[src/rtl/keypad_pkg.sv]
// Shared definitions for the 4x4 keypad scanner: FSM state encoding,
// row/column idle patterns and small helpers for row rotation and column pick.
package keypad_pkg;

  typedef enum logic [1:0] {
    ST_SCAN    = 2'd0,
    ST_CONFIRM = 2'd1,
    ST_HELD    = 2'd2,
    ST_RELEASE = 2'd3
  } state_e;

  localparam logic [3:0] ROW_RESET = 4'b1110;
  localparam logic [3:0] COL_IDLE  = 4'b1111;

  // Lowest-index column that reads low; column 0 if none (caller checks idle first).
  function automatic logic [1:0] lowest_low_col(input logic [3:0] col);
    logic [1:0] idx;
    idx = 2'd0;
    for (int i = 3; i >= 0; i--) begin
      if (!col[i]) idx = 2'(i);
    end
    return idx;
  endfunction

  // One-cold rotation toward the next higher row: 1110 -> 1101 -> 1011 -> 0111 -> 1110.
  function automatic logic [3:0] next_row(input logic [3:0] row);
    return {row[2:0], row[3]};
  endfunction

endpackage

[src/rtl/keypad_scan_timer.sv]
// Free-running dwell counter for the keypad scanner. Counts 0..SCAN_DIV-1
// and raises 'sample' on the terminal count, when the columns have settled.
module keypad_scan_timer
  import keypad_pkg::*;
#(
  parameter int SCAN_DIV = 1000
) (
  input  logic clk,
  input  logic reset,
  output logic sample
);

  localparam int DW = (SCAN_DIV > 2) ? $clog2(SCAN_DIV) : 1;
  localparam logic [DW-1:0] LAST = DW'(SCAN_DIV - 1);

  if (SCAN_DIV < 2) begin : g_bad_scan_div
    $error("SCAN_DIV must be at least 2");
  end

  logic [DW-1:0] dwell_q, dwell_d;

  // Next dwell value: wrap to zero after the terminal count.
  always_comb begin
    dwell_d = dwell_q + DW'(1);
    if (dwell_q == LAST) dwell_d = '0;
  end

  // Dwell register; never paused, only cleared by reset.
  always_ff @(posedge clk) begin
    if (reset) dwell_q <= '0;
    else       dwell_q <= dwell_d;
  end

  assign sample = (dwell_q == LAST);

endmodule

[src/rtl/keypad_scanner.sv]
// 4x4 matrix keypad scanner: walks a one-cold row select, detects a closed
// key on the sampled columns, debounces press and release, and reports the
// accepted key as row*4+col with a one-cycle key_valid pulse.
// Optional feature macro: KEYPAD_DEBOUNCE_EN enables the CONFIRM/RELEASE
// debounce states; without it a single sample accepts or releases a key.
module keypad_scanner
  import keypad_pkg::*;
#(
  parameter int SCAN_DIV     = 1000,
  parameter int DEBOUNCE_CNT = 8
) (
  input  logic       clk,
  input  logic       reset,
  input  logic [3:0] col_in,
  output logic [3:0] row_out,
  output logic [3:0] key_code,
  output logic       key_valid,
  output logic       key_held
);

  if (DEBOUNCE_CNT < 1) begin : g_bad_debounce
    $error("DEBOUNCE_CNT must be at least 1");
  end

  logic       sample;
  state_e     state_q, state_d;
  logic [3:0] row_q, row_d;
  logic [1:0] ridx_q, ridx_d;
  logic [1:0] col_q, col_d;
  logic [3:0] key_code_q, key_code_d;
  logic       key_valid_q, key_valid_d;
  logic [1:0] low_col;
  logic       col_open;

`ifdef KEYPAD_DEBOUNCE_EN
  localparam int CNT_W = $clog2(DEBOUNCE_CNT + 1);
  localparam logic [CNT_W-1:0] CNT_LAST = CNT_W'(DEBOUNCE_CNT - 1);
  logic [CNT_W-1:0] cnt_q, cnt_d;
`endif

  keypad_scan_timer #(
    .SCAN_DIV (SCAN_DIV)
  ) u_timer (
    .clk    (clk),
    .reset  (reset),
    .sample (sample)
  );

  // Next-state, row walk, debounce counting and key capture; all decisions on sample strobes.
  always_comb begin
    state_d     = state_q;
    row_d       = row_q;
    ridx_d      = ridx_q;
    col_d       = col_q;
    key_code_d  = key_code_q;
    key_valid_d = 1'b0;
`ifdef KEYPAD_DEBOUNCE_EN
    cnt_d       = cnt_q;
`endif
    low_col  = lowest_low_col(col_in);
    col_open = col_in[col_q];

    if (sample) begin
      case (state_q)
        ST_SCAN: begin
          if (col_in == COL_IDLE) begin
            row_d  = next_row(row_q);
            ridx_d = ridx_q + 2'd1;
          end else begin
            col_d = low_col;
`ifdef KEYPAD_DEBOUNCE_EN
            if (DEBOUNCE_CNT == 1) begin
              state_d     = ST_HELD;
              key_code_d  = {ridx_q, low_col};
              key_valid_d = 1'b1;
              cnt_d       = '0;
            end else begin
              state_d = ST_CONFIRM;
              cnt_d   = CNT_W'(1);
            end
`else
            state_d     = ST_HELD;
            key_code_d  = {ridx_q, low_col};
            key_valid_d = 1'b1;
`endif
          end
        end

`ifdef KEYPAD_DEBOUNCE_EN
        ST_CONFIRM: begin
          if (!col_open) begin
            if (cnt_q == CNT_LAST) begin
              state_d     = ST_HELD;
              key_code_d  = {ridx_q, col_q};
              key_valid_d = 1'b1;
              cnt_d       = '0;
            end else begin
              cnt_d = cnt_q + CNT_W'(1);
            end
          end else begin
            // Bounce or glitch: abandon this row and keep scanning.
            state_d = ST_SCAN;
            row_d   = next_row(row_q);
            ridx_d  = ridx_q + 2'd1;
            cnt_d   = '0;
          end
        end

        ST_HELD: begin
          if (col_open) begin
            if (DEBOUNCE_CNT == 1) begin
              state_d = ST_SCAN;
              row_d   = next_row(row_q);
              ridx_d  = ridx_q + 2'd1;
              cnt_d   = '0;
            end else begin
              state_d = ST_RELEASE;
              cnt_d   = CNT_W'(1);
            end
          end
        end

        ST_RELEASE: begin
          if (col_open) begin
            if (cnt_q == CNT_LAST) begin
              state_d = ST_SCAN;
              row_d   = next_row(row_q);
              ridx_d  = ridx_q + 2'd1;
              cnt_d   = '0;
            end else begin
              cnt_d = cnt_q + CNT_W'(1);
            end
          end else begin
            state_d = ST_HELD;
            cnt_d   = '0;
          end
        end
`else
        ST_HELD: begin
          if (col_open) begin
            state_d = ST_SCAN;
            row_d   = next_row(row_q);
            ridx_d  = ridx_q + 2'd1;
          end
        end
`endif

        default: begin
          state_d = ST_SCAN;
        end
      endcase
    end
  end

  // Control and output registers; reset wins over every pending event.
  always_ff @(posedge clk) begin
    if (reset) begin
      state_q     <= ST_SCAN;
      row_q       <= ROW_RESET;
      ridx_q      <= 2'd0;
      key_code_q  <= 4'd0;
      key_valid_q <= 1'b0;
`ifdef KEYPAD_DEBOUNCE_EN
      cnt_q       <= '0;
`endif
    end else begin
      state_q     <= state_d;
      row_q       <= row_d;
      ridx_q      <= ridx_d;
      key_code_q  <= key_code_d;
      key_valid_q <= key_valid_d;
`ifdef KEYPAD_DEBOUNCE_EN
      cnt_q       <= cnt_d;
`endif
    end
  end

  // Latched column index; only meaningful once a key has been detected.
  always_ff @(posedge clk) begin
    col_q <= col_d;
  end

  assign row_out   = row_q;
  assign key_code  = key_code_q;
  assign key_valid = key_valid_q;
`ifdef KEYPAD_DEBOUNCE_EN
  assign key_held  = (state_q == ST_HELD) || (state_q == ST_RELEASE);
`else
  assign key_held  = (state_q == ST_HELD);
`endif

endmodule

[config.mk]
export PLATFORM = sky130hd
export DESIGN_NAME = keypad_scanner
export DESIGN_NICKNAME = d
export VERILOG_FILES = /design/src/rtl/keypad_pkg.sv /design/src/rtl/keypad_scan_timer.sv /design/src/rtl/keypad_scanner.sv
export SDC_FILE = /design/constraint.sdc
export NUM_CORES = 1
export LEC_CHECK = 0
export ABC_AREA = 1
export CAP_MARGIN = 20
export CORE_MARGIN = 1.5
export CORE_UTILIZATION = 52
export CTS_CLUSTER_DIAMETER = 80
export DETAILED_ROUTE_END_ITERATION = 6
export PLACE_DENSITY = 0.77
export SLEW_MARGIN = 40
export SYNTH_ARGS = -nofsm -noshare
export SYNTH_HDL_FRONTEND = slang
export SYNTH_SLANG_ARGS = --single-unit
[constraint.sdc]
create_clock -name clk -period 1.9 [get_ports clk]
set_clock_uncertainty 0.15 [all_clocks]
set_input_delay 0.38 -clock clk [delete_from_list [all_inputs] [get_ports clk]]
set_output_delay 0.38 -clock clk [all_outputs]
set_load 0.005 [all_outputs]
Word level (Yosys, flattened, before mapping)
Cells that the tools add are included.
{ "word_totals": {"elab_cells": 42, "reg_bits": 25, "inputBits": 6} }
{ "classes": {"addsub": 2, "eq_ne": 6, "bitwise_logic": 3, "n_reduce_logical": 7, "n_mux": 16, "n_lt_le_gt_ge": 1} }
{ "ops": {"columns": ["op", "count"], "rows": [
  ["2-bit 2-to-1 mux", 8],
  ["10-bit by 1-bit adder with 10-bit output (second input constant)", 1],
  ["10-bit equality test (second input constant)", 1],
  ["4-bit 2-to-1 mux", 2],
  ["2-bit one-hot mux with 2 select lines", 2],
  ["4-bit one-hot mux with 2 select lines", 1],
  ["3-bit AND reduction", 2],
  ["4-bit equality test (second input constant)", 1],
  ["2-bit != test (second input constant)", 2],
  ["4-bit AND reduction", 1],
  ["2-bit by 3-bit < comparator with 1-bit output (second input constant)", 1],
  ["1-bit NOT", 3],
  ["3-bit OR reduction", 1],
  ["2-bit by 1-bit adder with 2-bit output (second input constant)", 1],
  ["1-bit binary-select mux with 2-bit select", 1],
  ["2-bit equality test (second input constant)", 1],
  ["2-bit logical NOT", 1],
  ["1-bit 2-to-1 mux", 2],
  ["2-bit by 1-bit != test with 1-bit output (second input constant)", 1],
  ["2-bit nonzero test", 1],
  ["2-bit OR reduction", 1]
]} }

Logic depth before layout (Yosys ltp)
Gate-level depths: netlist (run 1).
{ "logic_depth": {"depth_word": 4, "ltp_mapped": 8, "mapped_depth_nobuf": 8} }

By module
From an unflattened synthesis (run 1), not the netlist that was laid out.
{ "hier_totals": {"cells_unflattened": 146, "area_unflattened_um2": 1113.6} }
{ "by_module_without_submodules": {"columns": ["module", "instances", "seq_area_each_um2", "area_each_um2", "cells_each"], "rows": [
  ["keypad_scanner", 1, 300.3, 635.6, 83],
  ["keypad_scan_timer", 1, 200.2, 478.0, 63]
]} }

Least setup slack after synthesis (run 1)
Ideal clock, no wire load.
{ "synth_path": {"path_type": "register -> register", "startpoint": "register u_timer.dwell_q[0]", "endpoint": "register col_q[0], enable pin", "stages_incl_launch_ff": 8, "setup_ps": 299, "arrival_ps": 1113, "slack_ps": 338, "synth_period_minus_slack_ps": 1562, "path_buffers": 0, "t_required_ps": 1451, "path_cell_list": "dfxtp_1 > ha_1 > nand2_2 > inv_1 > nand3_1 > nor2_1 > nand2_1 > inv_1"} }
{ "synth_via": {"elab_chain_len": 2} }
{ "synth_lines": {"columns": ["item", "line_no", "rtl"], "rows": [
  ["start: declaration", "keypad_scan_timer.sv:20", "logic [DW-1:0] dwell_q, dwell_d;"],
  ["start signal: assignment", "keypad_scan_timer.sv:31", "else dwell_q <= dwell_d;"],
  ["10-bit equality test", "keypad_scan_timer.sv:34", "assign sample = (dwell_q == LAST);"],
  ["3-bit AND reduction (no source line)", null, null],
  ["end signal: assignment", "keypad_scanner.sv:180", "col_q <= col_d;"],
  ["end: declaration", "keypad_scanner.sv:29", "logic [1:0] col_q, col_d;"]
]} }
No other way between the ends.
A chain may end at the register's enable or synchronous reset.

Worst setup path after layout (run 1)
{ "layout_path": {"startpoint": "register state_q[1]", "endpoint": "output key_held"} }
{ "layout_via": {"elab_chain_len": 1} }
{ "layout_lines": {"columns": ["item", "line_no", "rtl"], "rows": [
  ["start: declaration", "keypad_scanner.sv:26", "state_e state_q, state_d;"],
  ["start signal: assignment", "keypad_scanner.sv:167", "state_q <= state_d;"],
  ["2-bit equality test", "keypad_scanner.sv:189", "assign key_held = (state_q == ST_HELD);"],
  ["end: declaration", "keypad_scanner.sv:18", "output logic key_held"]
]} }
No other way between the ends.

==> results.sh, run 1 <==
export IMPL_status="finished clean"
export IMPL_ios=16
export IMPL_worstPathArrival_ns=1.26
export IMPL_cts_hold_buf=0
export IMPL_synthArstFlopShare_pct=0
export IMPL_peakVddDrop_v=0.0004108
export IMPL_drc_errors=0
export IMPL_gp_congestion=0.8224
export IMPL_avgRoutedWirePerCell_microns=10.89
export IMPL_cts_sinks=24
export IMPL_die_x_microns=48.86
export IMPL_syn_inst=140
export IMPL_yosysTopAreaCellShare_pct=40.27
export IMPL_required_ns=1.37
export IMPL_finalCritPeriodShare_pct=94.17
export IMPL_grt_pass1_wl_mm=3.788
export IMPL_startpoint_type="register"
export IMPL_preCtsSetupSlack_ns=-0.04422
export IMPL_rr_startpoint="u_timer.dwell_q[0]"
export IMPL_r2r_slack_ns=0.23
export IMPL_layout_drive_gt1_share_pct=16.17
export IMPL_root_buffer="clkbuf_4"
export IMPL_drt_met1_wl_microns=944
export IMPL_floorplan_initialDensity_pct=55.74
export IMPL_fillCellCount=170
export IMPL_cp_end_kind="output port"
export IMPL_syn_area_per_cell_sq_um=7.811
export IMPL_total_power_uw=799.0
export IMPL_rows=16
export IMPL_place_hpwl_mm=1.658
export IMPL_drt_pass1_iter_count=4
export IMPL_whs_path_depth=1
export IMPL_min_delay_start="u_timer.dwell_q[0]"
export IMPL_relSlewSlack_pct=76.92
export IMPL_netlist_area_sq_um=1094
export IMPL_drtAntennaViolNets=0
export IMPL_multi_input_area_sq_um=529.3
export IMPL_grt_pass1_vias=948
export IMPL_synth_seq_cells=24
export IMPL_synth_edf_count=2
export IMPL_stdcell_count=194
export IMPL_post_route_min_period_ns=1.789
export IMPL_worstMarginPinSlew_ns=0.3431
export IMPL_crit_type="reg2out"
export IMPL_vias=945
export IMPL_drv_slew=0
export IMPL_cts_tree="yes"
export IMPL_routed_wl_mm=2.112
export IMPL_die_area_sq_um=2387
export IMPL_powerDensity_nw_per_um2=585.8
export IMPL_p_leak_uw=0.0005472
export IMPL_wl_met2_mm=1.100
export IMPL_critPathSlowestCell="clkdlybuf4s50_1"
export IMPL_track_usage_pct=20.12
export IMPL_postCtsSetupBuffers=0
export IMPL_path_cells="clkdlybuf4s50_1"
export IMPL_synthTopCellsByArea="dfxtp_1 40%, nand2_1 9.6%, nand3_1 7.3%, nor2_1 6.2%, edfxtp_1 5.5%"
export IMPL_setup_viol=0
export IMPL_rr_worst_depth=7
export IMPL_synth_flop_cell="dfxtp_1"
export IMPL_fin_util_pct=69.52
export IMPL_critPathBufInv=1
export IMPL_dieHeight_microns=48.86
export IMPL_synth_fp_nets=147
export IMPL_yosysTopAreaCell="dfxtp_1"
export IMPL_rsz0062_at_grt="false"
export IMPL_grt_antenna_before_repair=0
export IMPL_layout_setup_ws_ns=0.1107
export IMPL_seq_area_frac_synth_pct=45.77
export IMPL_cp_top_family="buffers and inverters"
export IMPL_drt_iter0_markers=18
export IMPL_areaGrowthSynthToFinish_pct=24.71
export IMPL_hold_path_class="reg2reg"
export IMPL_clock_latency_ns=0.31
export IMPL_ctsResizeCount=0
export IMPL_cp_max_fo=6
export IMPL_antenna_cells=0
export IMPL_grt_max_degree=14
export IMPL_coreArea_sq_um=1962
export IMPL_seq_area_sq_um=500.5
export IMPL_highest_layer="met4"
export IMPL_yosysWarnings=0
export IMPL_grt_ovfl_total=0
export IMPL_r2r_end="col_q[0]"
export IMPL_cap_violations=0
export IMPL_hold_viol=0
export IMPL_wl_met3_microns=54
export IMPL_avgViaCountPerCell=4.871
export IMPL_fmax_mhz=558.9
export IMPL_final_nets=175
export IMPL_htreeDepth=1
export IMPL_portBuffers=15
export IMPL_numCtsBuffers=3
export IMPL_min_to="u_timer.dwell_q[0]"
export IMPL_clkTransAtPathRegs_ns=0.12
export IMPL_dp_cells=190
export IMPL_yosysUniqueCellTypes=26
export IMPL_cp_slowest_stage_delay_ns=0.53
export IMPL_clockBufferDepth=2
cell type report:
cell class	count	area share, %
multi-input cells	99	38.81
repair buffers	23	15.41
clock buffers	4	1.927
inverters	17	4.679
flip-flops and latches	24	36.70
well taps	27	2.477
worst max path at each step:
stage,startpoint,cells after the start,to
after floorplan,u_timer.dwell_q[0],7,col_q[0]
after global placement,col_in[0],9,row_out[3]
after detailed placement,col_in[0],9,row_out[3]
after CTS,state_q[1],1,key_held
after global routing,u_timer.dwell_q[0],9,key_code[3]
final,state_q[1],1,key_held
synth_stat cells (3+ instances only):
library cell,number
inv_1,14
o21ai_1,3
nand2_2,3
dfxtp_1,22
nor2_2,3
a21oi_1,6
o21ai_0,4
xor2_1,3
nor2_1,18
nand2_1,28
nand3_1,16
cells by family (layout without fill, tap and decap cells):
family	after synthesis	in the layout	share of synthesized area, %
AO/OA/AOI/OAI	16	16	8.124
AND/OR/NAND/NOR	78	78	35.93
buffers and inverters	17	44	5.835
flip-flops	24	24	45.77
adder cells (fa/ha/maj)	1	1	1.144
XOR/XNOR	4	4	3.204
layer usage:
| metal | vias to the layer above | GRT usage, % |
|---|---|---|
| met2 | 11 | 37.67 |
| li1 | 506 | - |
| met5 | - | 0 |
| met3 | 2 | 3.988 |
| met4 | 0 | 7.143 |
| met1 | 426 | 22.35 |
placed cells by master (no fill, tap or decap):
cell type        count
o211ai_1             1
clkbuf_4             3
buf_4                8
nand4_4              1
nand2_2              3
nor3b_1              1
nand3_2              2
a21oi_2              1
o21ai_0              4
clkinv_1             1
nor2_2               3
a21oi_1              6
nand2_1             28
clkdlybuf4s50_1     15
dfxtp_1             22
o21ai_1              3
a21boi_0             1
nor3_1               1
ha_1                 1
edfxtp_1             2
nor2_1              18
nor2_4               2
or2_0                1
nor3_2               2
inv_1               14
inv_2                2
clkbuf_1             1
xnor2_1              1
xor2_1               3
nand3_1             16
state kept, by name, indices dropped and copies added, names as in the netlist:
register,count
row_out,4
key_code,4
col_q,2
ridx_q,2
state_q,1
key_valid,1
u_timer.dwell_q,10
power by group:
part	leakage [uW]	total (uW)	switching [uW]	internal [uW]
registers	0.000194	520	4.89	515
clock network	0.0000150	227	145	81.9
logic	0.000339	51.9	25.9	26.0
per-stage QoR:
stage               TNS [ns]  area [sq um]  hold slack (ns)
floorplan                  0          1094           0.2788
global placement           0          1338           0.2918
detailed placement  -0.07989          1338           0.3065
CTS                        0          1364           0.3358
global route               0          1364           0.3654
finish                     0          1364           0.3269
Power figures use the tool's default switching activity.
==> run 2: changes to the inputs <==
--- a/config.mk
+++ b/config.mk
@@ -8,9 +8,9 @@
 export ABC_AREA = 1
 export CAP_MARGIN = 20
-export CORE_MARGIN = 1.5
 export CORE_UTILIZATION = 52
 export CTS_CLUSTER_DIAMETER = 80
 export DETAILED_ROUTE_END_ITERATION = 6
 export PLACE_DENSITY = 0.77
+export RECOVER_POWER = 25
 export SLEW_MARGIN = 40
 export SYNTH_ARGS = -nofsm -noshare
==> constraint.sdc (replaced) <==
create_clock -name clk -period 1.9 [get_ports clk]
set_clock_uncertainty 0.15 [all_clocks]
set_input_delay 0.38 -clock clk [delete_from_list [all_inputs] [get_ports clk]]
set_output_delay 0.38 -clock clk [all_outputs]
set_load 0.05 [all_outputs]
==> run 2 against run 1 <==
Effect of this change: global-route usage rose by 0.49 points; critical path depth rose by 8; sequential cell count stayed put; register-to-register slack worse by 0.04 ns; first-iteration DRC count unchanged; routed wire length decreased by 0.24%; combinational power decreased by 3%; sequential power about the same; non-clock buffer count did not move; clock-buffer cell count decreased by 1; critical endpoint is now key_code[3]; highest routed layer unchanged.
==> results.sh, run 2 (synthesis results as in run 1) <==
export IMPL_floorplan_initialDensity_pct=55.74
export IMPL_post_dp_cell_area_sq_um=1313
export IMPL_clockBufferDepth=2
export IMPL_grt_pass1_vias=869
export IMPL_critPathSlowestCell="dfxtp_1"
export IMPL_hold_ws_ns=0.2942
export IMPL_portBuffers=15
export IMPL_numCtsBuffers=3
export IMPL_path_common_cell="nor2_1"
export IMPL_coreArea_sq_um=1962
export IMPL_critPathBufInv=2
export IMPL_required_ns=1.96
export IMPL_cp_startpoint="u_timer.dwell_q[1]"
export IMPL_clkTransAtPathRegs_ns=0.12
export IMPL_cap_violations=0
export IMPL_worstMarginPinSlew_ns=0.5991
export IMPL_ctsResizeCount=0
export IMPL_cp_top_family="simple AND/OR/NAND/NOR gates"
export IMPL_finalCritPeriodShare_pct=90.04
export IMPL_final_cell_mix="28 x nand2_1, 21 x dfxtp_1, 18 x nor2_1"
export IMPL_rr_startpoint="u_timer.dwell_q[1]"
export IMPL_root_buffer="clkbuf_4"
export IMPL_postCtsSetupBuffers=0
export IMPL_cp_max_fo=4
export IMPL_regMostFlops="u_timer.dwell_q"
export IMPL_track_usage_pct=20.60
export IMPL_multi_input_area_sq_um=529.3
export IMPL_seq_area_sq_um=501.7
export IMPL_drc_errors=0
export IMPL_final_nets=175
export IMPL_antenna_cells=0
export IMPL_vias=957
export IMPL_relSlewSlack_pct=60.23
export IMPL_setup_viol=0
export IMPL_min_delay_start="u_timer.dwell_q[0]"
export IMPL_grt_pass1_wl_mm=3.298
export IMPL_cts_tree="yes"
export IMPL_fmax_mhz=584.5
export IMPL_htreeDepth=1
export IMPL_place_hpwl_mm=1.670
export IMPL_hold_viol=0
export IMPL_drv_slew=0
export IMPL_p_leak_uw=0.0005307
export IMPL_powerDensity_nw_per_um2=604.6
export IMPL_grt_ovfl_total=0
export IMPL_routed_wl_mm=2.107
export IMPL_cp_end_kind="register"
export IMPL_grt_max_degree=14
export IMPL_drt_pass1_iter_count=4
export IMPL_path_cells="ha_1 -> nand2_2 -> inv_1 -> nand3_1 -> nor2_1 -> nand2_1 -> buf_4 -> nor2_1 -> nor2_1"
export IMPL_crit_type="reg2reg"
export IMPL_avgViaCountPerCell=4.933
export IMPL_worstPathArrival_ns=1.78
export IMPL_ios=16
export IMPL_peakVddDrop_v=0.0005966
export IMPL_layout_drive_gt1_share_pct=17.96
export IMPL_die_area_sq_um=2291
export IMPL_die_x_microns=47.86
export IMPL_dieHeight_microns=47.86
export IMPL_avgRoutedWirePerCell_microns=10.86
export IMPL_clock_latency_ns=0.31
export IMPL_r2r_slack_ns=0.19
export IMPL_hold_path_class="reg2reg"
export IMPL_drtAntennaViolNets=0
export IMPL_fillCellCount=175
export IMPL_gp_congestion=0.8339
export IMPL_startpoint_type="register"
export IMPL_cts_sinks=24
export IMPL_largest_register_ff_count=10
export IMPL_fin_area_sq_um=1310
export IMPL_drt_iter0_markers=18
export IMPL_status="finished clean"
export IMPL_fin_util_pct=66.77
export IMPL_post_route_min_period_ns=1.711
export IMPL_rsz0062_at_grt="false"
export IMPL_cp_slowest_stage_delay_ns=0.37
export IMPL_grt_antenna_before_repair=0
export IMPL_rows=16
export IMPL_cts_hold_buf=0
export IMPL_areaGrowthSynthToFinish_pct=19.79
export IMPL_final_common_cell="nand2_1"
[run 2: cell count changes in the layout (fill, tap and decap cells not counted)]
cell and change:
clkdlybuf4s50_1 -11, clkbuf_1 +7, buf_4 +2, clkinv_1 +1, dfxtp_1 -1, dfxtp_2 +1
dlygate4sd3_1 +1
[run 2: layout make-up]
cell class / count / share of cell area [%]
Tap cell: 27 / 2.579
Clock buffer: 3 / 1.719
Inverter: 17 / 4.871
Timing Repair Buffer: 23 / 11.84
Clock inverter: 1 / 0.2865
Multi-Input combinational cell: 99 / 40.40
Sequential cell: 24 / 38.30
[run 2: power by group]
group          internal, uW  switching, uW  leakage (uW)
logic                  24.8           25.4      0.000322
clock network          76.7            145     0.0000154
registers               515           4.76      0.000194
[run 2: per-stage QoR]
| step | TNS [ns] | total power (uW) | instances | worst slack (ns) |
|---|---|---|---|---|
| final | 0 | 792.1 | 194 | 0.1892 |
| after CTS | 0 | 795.4 | 194 | 0.1703 |
| after floorplan | 0 | 552.0 | 140 | 0.3313 |
| after global placement | 0 | 580.8 | 190 | 0.03248 |
| after global routing | 0 | 822.9 | 194 | 0.03282 |
| after detailed placement | -0.08725 | 582.7 | 190 | -0.03310 |
[run 2: path summary, 6_finish.rpt]
kind | endpoint | cells past startpoint
setup / recovery | key_code[3] | 9
hold / removal | u_timer.dwell_q[0] | 1
setup reg to reg | key_code[3] | 9
hold reg to reg | u_timer.dwell_q[0] | 1
[run 2: per-layer routing]
metal	part of all wire [%]	global-route usage (%)
met2	52	39.19
met5	0	0
met3	2.9	3.396
met1	44	22.02
met4	1.4	8.889
[run 2: worst reg2reg max path: cells and delay by family, from the launching register on]
kind,cells,cell delay [ns]
AND/OR/NAND/NOR,6,0.56
flip-flops,1,0.37
buffers and inverters,2,0.33
adder cells (fa/ha/maj),1,0.21
==> run 3: changes to the inputs <==
Settings changed: ABC_CLOCK_PERIOD_IN_PS set to 1900, CORE_MARGIN set to 1, SKIP_CTS_REPAIR_TIMING set to 1.
==> results of run 3 <==
The final DEF is identical to that of run 2; final timing and power are the same.
